==> config.mk <==
export PLATFORM = sky130hd
export DESIGN_NAME = score_display_ctrl
export DESIGN_NICKNAME = d
export VERILOG_FILES = /design/src/rtl/score_display_ctrl.sv
export SDC_FILE = /design/constraint.sdc
export NUM_CORES = 1
export LEC_CHECK = 0
export BUFFER_PORTS_ARGS = -buffer_cell sky130_fd_sc_hd__buf_2
export CORE_UTILIZATION = 45
export CTS_CLUSTER_DIAMETER = 40
export CTS_CLUSTER_SIZE = 40
export DETAILED_ROUTE_END_ITERATION = 16
export PLACE_DENSITY_LB_ADDON = 0.15
export RECOVER_POWER = 100
export SETUP_SLACK_MARGIN = 0.4
export SLEW_MARGIN = 0
export SYNTH_ARGS = -nofsm -noshare
export SYNTH_HDL_FRONTEND = slang
export SYNTH_SLANG_ARGS = --single-unit
==> constraint.sdc <==
create_clock -name clk -period 2.9 [get_ports clk]
set_input_delay 0.145 -clock clk [delete_from_list [all_inputs] [get_ports clk]]
set_output_delay 0.145 -clock clk [all_outputs]
set_load 0.1 [all_outputs]
==> src/rtl/score_display_ctrl.sv <==
// score_display_ctrl
// Shares the digit sprite ROMs among the on-screen score slots. A binary score
// is converted to BCD by a shift-add engine. New digits reach the screen only
// during vertical blanking, so the display never tears. The raster position is
// mapped to slot/ROM addresses. The ROM's one-cycle latency is realigned with a
// registered hit flag.
//
// state   | meaning
// --------+------------------------------------------------------------
// S_IDLE  | waiting for score_load or a queued score
// S_SHIFT | 14 add-3/shift iterations of the BCD conversion
// S_DONE  | result written to pending_bcd, return to idle
module score_display_ctrl #(
  parameter int          NUM_DIGITS    = 4,
  parameter int          ORIGIN_X      = 20,
  parameter int          ORIGIN_Y      = 20,
  parameter int          DIGIT_W       = 25,
  parameter int          DIGIT_H       = 30,
  parameter int          DIGIT_GAP     = 5,
  parameter int          V_BLANK_START = 480,
  parameter logic [11:0] BG_COLOR      = 12'h000
) (
  input  logic        clk,
  input  logic        reset_n,
  input  logic [13:0] score_in,
  input  logic        score_load,
  input  logic [9:0]  x,
  input  logic [9:0]  y,
  output logic [4:0]  rom_row,
  output logic [4:0]  rom_col,
  output logic [3:0]  rom_digit,
  input  logic [11:0] rom_color,
  output logic [11:0] pixel_color,
  output logic        pixel_hit,
  output logic        busy
);

  localparam int BIN_W      = 14;
  localparam int BCD_W      = 4 * NUM_DIGITS;
  localparam int SR_W       = BCD_W + BIN_W;
  localparam int SLOT_PITCH = DIGIT_W + DIGIT_GAP;

  typedef enum logic [1:0] {S_IDLE, S_SHIFT, S_DONE} state_t;

  state_t             state;
  logic [SR_W-1:0]    sr;
  logic [SR_W-1:0]    sr_adj;
  logic [3:0]         iter_cnt;
  logic [BIN_W-1:0]   queue_val;
  logic               queued;
  logic [BIN_W-1:0]   score_sat;
  logic [BCD_W-1:0]   pending_bcd;
  logic               pending_valid;
  logic [BCD_W-1:0]   committed_bcd;
  logic [NUM_DIGITS-1:0] blank;
  logic               seen_nz;
  logic               y_in;
  logic               hit;
  logic               hit_d1;

  // Slot 0 is the most significant digit of the committed value.
  function automatic logic [3:0] digit_of(input logic [BCD_W-1:0] bcd, input int k);
    return bcd[4*(NUM_DIGITS-1-k) +: 4];
  endfunction

  // Clamp the incoming score to the largest value four digits can show.
  assign score_sat = (score_in > 14'd9999) ? 14'd9999 : score_in;

  // The engine stays busy across a queued back-to-back conversion, including
  // the single idle cycle between them.
  assign busy = (state != S_IDLE) | queued;

  // Add-3 correction on every BCD nibble of 5 or more before each shift.
  always_comb begin
    sr_adj = sr;
    for (int i = 0; i < NUM_DIGITS; i++) begin
      if (sr[BIN_W+4*i +: 4] >= 4'd5)
        sr_adj[BIN_W+4*i +: 4] = sr[BIN_W+4*i +: 4] + 4'd3;
    end
  end

  // Conversion sequencer, iteration down-counter and load queue.
  always_ff @(posedge clk or negedge reset_n) begin
    if (!reset_n) begin
      state     <= S_IDLE;
      sr        <= '0;
      iter_cnt  <= '0;
      queue_val <= '0;
      queued    <= 1'b0;
    end else begin
      case (state)
        S_IDLE: begin
          if (score_load) begin
            sr       <= {{BCD_W{1'b0}}, score_sat};
            queued   <= 1'b0;
            iter_cnt <= 4'd13;
            state    <= S_SHIFT;
          end else if (queued) begin
            sr       <= {{BCD_W{1'b0}}, queue_val};
            queued   <= 1'b0;
            iter_cnt <= 4'd13;
            state    <= S_SHIFT;
          end
        end
        S_SHIFT: begin
          sr <= {sr_adj[SR_W-2:0], 1'b0};
          if (iter_cnt == 4'd0)
            state <= S_DONE;
          else
            iter_cnt <= iter_cnt - 4'd1;
        end
        S_DONE:  state <= S_IDLE;
        default: state <= S_IDLE;
      endcase
      // Loads arriving mid-conversion are parked; the latest one wins.
      if (score_load && state != S_IDLE) begin
        queue_val <= score_sat;
        queued    <= 1'b1;
      end
    end
  end

  // Hold finished results until blanking, then commit them to the screen.
  // A commit in the DONE cycle takes the old pending value; the new result
  // stays pending for the next blanking cycle.
  always_ff @(posedge clk or negedge reset_n) begin
    if (!reset_n) begin
      pending_bcd   <= '0;
      pending_valid <= 1'b0;
      committed_bcd <= '0;
    end else begin
      if (y >= 10'(V_BLANK_START) && pending_valid) begin
        committed_bcd <= pending_bcd;
        pending_valid <= 1'b0;
      end
      if (state == S_DONE) begin
        pending_bcd   <= sr[SR_W-1 -: BCD_W];
        pending_valid <= 1'b1;
      end
    end
  end

  // Leading-zero blanking; the last slot always shows a digit.
  always_comb begin
    seen_nz = 1'b0;
    blank   = '0;
    for (int k = 0; k < NUM_DIGITS; k++) begin
      if (digit_of(committed_bcd, k) != 4'd0)
        seen_nz = 1'b1;
      blank[k] = !seen_nz && (k != NUM_DIGITS-1);
    end
  end

  // Raster to slot/ROM address decode. Addresses are driven for any in-box
  // pixel; blanking only suppresses the hit.
  always_comb begin
    rom_row   = '0;
    rom_col   = '0;
    rom_digit = '0;
    hit       = 1'b0;
    y_in      = (y >= 10'(ORIGIN_Y)) && (y < 10'(ORIGIN_Y + DIGIT_H));
    for (int k = 0; k < NUM_DIGITS; k++) begin
      if (y_in && (int'(x) >= ORIGIN_X + k*SLOT_PITCH) &&
          (int'(x) <  ORIGIN_X + k*SLOT_PITCH + DIGIT_W)) begin
        rom_row   = 5'(int'(y) - ORIGIN_Y);
        rom_col   = 5'(int'(x) - (ORIGIN_X + k*SLOT_PITCH));
        rom_digit = digit_of(committed_bcd, k);
        hit       = !blank[k];
      end
    end
  end

  // Delay the hit to line up with ROM data, then register the pixel.
  always_ff @(posedge clk or negedge reset_n) begin
    if (!reset_n) begin
      hit_d1      <= 1'b0;
      pixel_hit   <= 1'b0;
      pixel_color <= 12'h000;
    end else begin
      hit_d1      <= hit;
      pixel_hit   <= hit_d1;
      pixel_color <= hit_d1 ? rom_color : BG_COLOR;
    end
  end

endmodule

==> results.json, run 1 <==
{
  "synthTopCellsByCount": "dfrtp_1, o21ai_0, nand2_1, a21oi_1, mux2_2",
  "numPortBuffers": 76,
  "synth.largest_area_cell": "dfrtp_1",
  "max_freq_mhz": 395,
  "yosys_warnings": 0,
  "die_width_um": 107,
  "rows": 37,
  "fin_nets": 635,
  "crit_slowest_cell": "a221oi_2",
  "path_buf_inv": 3,
  "syn_nets": 556,
  "power_leakage_uw": 0.00260,
  "start_kind": "primary input",
  "routed_via_density": 5.44,
  "synth-async-reset-ratio_pct": 100,
  "ioPinCount": 77,
  "wire_per_inst_um": 14.2,
  "clkTransAtPathRegs_ns": 0.10,
  "grt_overflow_total": 0,
  "synthToLayoutAreaGrowth_pct": 17.3,
  "finalHoldViolCount": 0,
  "cap_violations": 1,
  "grt_usage_pct": 19.2,
  "synth-seq-cells": 98,
  "gp_congestion": 0.889,
  "fin_cells": 707,
  "vias": 3848,
  "critPathKind": "in2out",
  "peakVddDrop_mv": 0.412,
  "cts_tree": "done",
  "cts_buffers": 9,
  "finalMaxSlewViolations": 65,
  "syn_inst": 487,
  "setup_tns_ns": 0,
  "required_ns": 2.76,
  "avgSynthCellArea_um2": 10.2,
  "htree_levels": 3,
  "dr.pass1.iters": 4,
  "synth_area_leaders": "dfrtp_1, mux2_2, o21ai_0, ha_1, nand2_1",
  "synth_ff_type": "dfrtp_1",
  "setup_viol": 0,
  "wl_um": 10100,
  "drive_above_1_share_pct": 22.1,
  "status": "complete, but fails checks",
  "cts.sinks": 98,
  "antenna_found_initial": 0,
  "clk_latency_ns": 0.36,
  "worst_pin_slew_ns": 1.63,
  "rsz0062_at_grt": "true",
  "yosysMostFrequentCell": "dfrtp_1",
  "fin_skew_ns": 0.0118,
  "ant_nets": 0,
  "endpoint_kind": "primary output",
  "cp_top_family": "compound AO/OA/AOI/OAI gates",
  "remaining_drc_errors": 0,
  "grt_max_degree": 66,
  "die_area_um2": 11500,
  "power-per-cell-area_nw_per_um2": 748,
  "netlist_area_um2": 4970,
  "core_area_um2": 10500,
  "holdCritPathClass": "in2reg",
  "dpl.cell_count": 678,
  "max-slew-margin-rel_pct": -8.38,
  "slowest_delay_ns": 0.69,
  "arrival_ns": 2.39,
  "grt_pass1_vias": 3814,
  "synth_edf_count": 0,
  "yosysSeqAreaShare_pct": 49.4,
  "cts_setup_buffers": 0,
  "cts-root-buf": "clkbuf_8",
  "min_period_ns": 2.53,
  "die_height_um": 107,
  "fin_crit_sh_pct": 87.2,
  "hpwl_um": 7220,
  "yosys.area.top_type_share_pct": 49.4,
  "violations": "max-capacitance violations, max-slew violations",
  "grt_pass1_wl_um": 17500,
  "yosysUniqueCellTypes": 58,
  "num_antenna_cells": 0,
  "path_cells": "buf_2, inv_1, ha_1, nand4b_1, a221oi_2, o41a_1, and2_1, clkbuf_2",
  "clockBufferDepth": 2,
  "cp_max_fo": 10,
  "initial_core_util_pct": 47.3,
  "drtIter0Drc": 195
}
[path summary, 6_finish.rpt]
kind | endpoint | depth (start not counted) | slack (ns) | startpoint
max in group asynchronous | pixel_color[11]$_DFF_PN0_ | 2 | 1.20 | reset_n
setup / recovery | rom_row[0] | 8 | 0.37 | x[3]
min in group asynchronous | pending_bcd[3]$_DFFE_PN0P_ | 2 | 0.74 | reset_n
setup reg to reg | iter_cnt[3]$_DFFE_PN0P_ | 6 | 0.79 | state[0]$_DFFE_PN0P_
hold reg to reg | queue_val[7]$_DFFE_PN0P_ | 2 | 0.48 | queue_val[7]$_DFFE_PN0P_
hold / removal | queue_val[7]$_DFFE_PN0P_ | 3 | 0.05 | score_in[7]
[sequential cells by signal (all words and copies together) (netlist names), 2 cells and up]
register and count:
sr 30, committed_bcd 16, pending_bcd 16, queue_val 14
pixel_color 12, iter_cnt 4, state 2
[layout by cell type (no fill, tap or decap), types with 5 or more instances in the layout]
| master | n |
|---|---|
| a22oi_1 | 8 |
| dlygate4sd3_1 | 13 |
| nor2_1 | 17 |
| a22o_1 | 5 |
| a21oi_1 | 23 |
| o22ai_1 | 7 |
| nor3b_1 | 5 |
| o21ai_0 | 55 |
| clkbuf_2 | 14 |
| clkbuf_1 | 18 |
| ha_1 | 20 |
| mux2_2 | 25 |
| dfrtp_1 | 98 |
| buf_2 | 47 |
| xnor2_1 | 5 |
| and2_1 | 7 |
| inv_1 | 19 |
| nor2b_1 | 8 |
| nand3_1 | 5 |
| and2_0 | 8 |
| nor4_1 | 6 |
| clkbuf_8 | 9 |
| nand2b_1 | 8 |
| a21oi_2 | 5 |
| nand2_1 | 52 |
[cells by family (layout without fill, tap and decap cells)]
logic type / count (synthesis) / in the layout / share of synthesized area, %
compound gates: 151 / 151 / 19.9
xor+xnor: 9 / 9 / 1.59
fa+ha+maj: 20 / 20 / 5.04
buf+inv: 48 / 132 / 4.21
flops: 98 / 98 / 49.4
mux: 26 / 26 / 5.87
simple gates: 135 / 135 / 14.1
[repair_timing]
| action | CTS | global route |
|---|---|---|
| endpoints found under the setup margin | 0 | 10 |
| hold buffers | 13 | 0 |
| gates resized for setup | 0 | 5 |
| hold endpoints to repair | 76 | 0 |
[worst reg2reg max path: stages (launching register included)]
cell      delay, ns
dfrtp_1        0.46
nor2b_1        0.19
clkbuf_1       0.60
nand2_1        0.24
nor4_1         0.29
xnor2_1        0.16
nand2_1        0.06
[routing by layer]
layer	wire length, um	GRT usage (%)	up-vias
met4	152	7.63	0
met1	4670	24.1	1844
met5	0	0	-
met2	4890	33.4	82
met3	358	2.74	11
li1	-	-	1911
[metrics by stage]
stage               util [%]  hold WS (ns)  worst slack, ns  total power (uW)  area [um2]
floorplan                  -        -0.151           0.0323              3150        5030
global placement        52.6         0.308            0.467              3470        5530
detailed placement      52.6         0.309            0.355              3530        5530
CTS                     55.7        0.0263            0.400              4430        5850
global route            55.4        0.0456            0.195              4710        5830
finish                  55.4        0.0492            0.370              4360        5830
[cell type report]
type	count	area, um2
fillers	958	4680
flip-flops and latches	98	2450
multi-input cells	341	2370
repair buffers	97	569
well taps	136	170
clock buffers	10	128
inverters	19	71.3
clock inverters	6	65.1
[where the power goes]
| group | total, uW | internal, uW | switching (uW) |
|---|---|---|---|
| Clock | 877 | 403 | 474 |
| Sequential | 2160 | 1850 | 318 |
| Combinational | 1310 | 626 | 688 |
| Total | 4360 | 2880 | 1480 |
No activity file was read; power rests on OpenSTA's default activity.
==> inputs of run 2 (changes only) <==
- CELL_PAD_IN_SITES_DETAIL_PLACEMENT: unset -> 1
- CELL_PAD_IN_SITES_GLOBAL_PLACEMENT: unset -> 2
- CORE_UTILIZATION: 45 -> 39
==> run 2 against run 1 <==
Effect of this change: the flow still finishes with violations (max-capacitance violations, max-slew violations); clock skew fell by 0.0071 ns; power rose by 6.4%; clock power is 24% higher; wire length is 20% higher.
==> results.json, run 2 (synthesis gave the netlist of run 1 again) <==
{
  "status": "complete, but fails checks",
  "violations": "max-capacitance violations, max-slew violations",
  "worst_pin_slew_ns": 2.12,
  "cts_setup_buffers": 0,
  "start_kind": "primary input",
  "finalHoldViolCount": 0,
  "htree_levels": 3,
  "wire_per_inst_um": 16.6,
  "peakVddDrop_mv": 0.371,
  "fin_skew_ns": 0.00470,
  "wl_um": 12100,
  "power_frac_clock_pct": 23.5,
  "clk_latency_ns": 0.35,
  "finalInstanceArea_um2": 5830,
  "die_width_um": 115,
  "grt_usage_pct": 19.3,
  "die_height_um": 115,
  "hpwl_um": 8600,
  "p_comb_share_pct": 29.1,
  "drive_above_1_share_pct": 22.1,
  "cp_max_fo": 9,
  "remaining_drc_errors": 0,
  "core_area_um2": 12200,
  "fin_crit_sh_pct": 85.7,
  "cts_tree": "done",
  "finalMaxSlewViolations": 85,
  "layout_common_cells": "dfrtp_1, o21ai_0, nand2_1",
  "final_common_cell": "dfrtp_1",
  "num_antenna_cells": 0,
  "critPathKind": "in2out",
  "antenna_found_initial": 0,
  "setup_tns_ns": 0,
  "p_int_uw": 3040,
  "ant_nets": 0,
  "fin_cells": 730,
  "nFillCells": 1451,
  "max_freq_mhz": 402,
  "initial_core_util_pct": 40.7,
  "p_seq_share_pct": 47.4,
  "endpoint_kind": "primary output",
  "arrival_ns": 2.34,
  "dpl.cell_count": 710,
  "power_leakage_uw": 0.00260,
  "grt_overflow_total": 0,
  "reg.largest.list": "sr: 30 flops, committed_bcd: 16 flops, pending_bcd: 16 flops",
  "synthToLayoutAreaGrowth_pct": 17.5,
  "largest_register_ffs": 30,
  "ioPinCount": 77,
  "rsz0062_at_grt": "true",
  "setup_viol": 0,
  "grt_pass1_vias": 3877,
  "numPortBuffers": 76,
  "grt_pass1_wl_um": 19600,
  "routed_via_density": 5.37,
  "clkTransAtPathRegs_ns": 0.07,
  "cts.sinks": 98,
  "dr.pass1.iters": 4,
  "cts-root-buf": "clkbuf_16",
  "placed_area_um2": 5560,
  "required_ns": 2.76,
  "die_area_um2": 13200,
  "clockBufferDepth": 2,
  "grt_max_degree": 85,
  "vias": 3920,
  "largest-register": "sr",
  "rows": 40,
  "finalPower_uw": 4640,
  "min_period_ns": 2.49,
  "power-per-cell-area_nw_per_um2": 794,
  "gp_congestion": 0.834,
  "cts_buffers": 9,
  "drtIter0Drc": 205,
  "power.switching_uw": 1590,
  "hold_ws_ns": 0.0131,
  "p_sw_share_pct": 34.4,
  "holdCritPathClass": "in2reg",
  "cap_violations": 1,
  "fin_nets": 626,
  "max-slew-margin-rel_pct": -41.4
}
run 2: worst max-delay path, stage by stage:
cell and delay, ns:
buf_2 0.16, ha_1 0.26, a21oi_1 0.29, a211oi_2 0.13, nor2_1 0.43, nand3b_1 0.22
a31oi_4 0.20, clkbuf_2 0.49
run 2: repair_timing:
| action | CTS | global route |
|---|---|---|
| hold endpoints to repair | 4 | 0 |
| resized for setup | 0 | 8 |
| hold buffers | 4 | 0 |
| endpoints found under the setup margin | 0 | 10 |
run 2: routing by layer:
| metal | track usage [%] | share of wire (%) |
|---|---|---|
| met5 | 0 | 0 |
| met4 | 7.79 | 1.6 |
| met3 | 2.64 | 2.8 |
| met2 | 31.8 | 49 |
| met1 | 25.7 | 47 |
run 2: worst paths after layout:
path,from,endpoint,slack (ns),cells after the start
max in group asynchronous,reset_n,queue_val[5]$_DFFE_PN0P_,1.24,1
setup / recovery,x[3],rom_col[4],0.41,8
hold reg to reg,pending_bcd[1]$_DFFE_PN0P_,pending_bcd[1]$_DFFE_PN0P_,0.48,2
hold / removal,rom_color[1],pixel_color[1]$_DFF_PN0_,0.01,2
min in group asynchronous,reset_n,pending_bcd[4]$_DFFE_PN0P_,0.42,1
setup reg to reg,state[0]$_DFFE_PN0P_,sr[6]$_DFFE_PN0P_,0.79,4
run 2: power groups by stage:
stage	Sequential, uW	Combinational [uW]	Clock [uW]
2_1_floorplan	2090	1060	0
3_3_place_gp	2190	1300	0
3_5_place_dp	2230	1370	0
4_1_cts	2200	1390	1120
5_1_grt	2260	1540	1170
6_report	2200	1350	1090
run 2: metrics by stage:
stage	utilization [%]	setup slack [ns]
finish	47.8	0.414
global route	47.8	0.238
CTS	48.0	0.430
detailed placement	45.5	0.437
global placement	45.5	0.506
floorplan	-	0.0323
run 2: cell type report:
class	count	area (um2)	area share (%)
sequential	98	2450	42.0
tap	168	210	3.60
clock inverter	6	33.8	0.579
timing repair buffer	88	463	7.93
clock buffer	10	229	3.92
multi-input combinational	341	2370	40.7
inverter	19	71.3	1.22
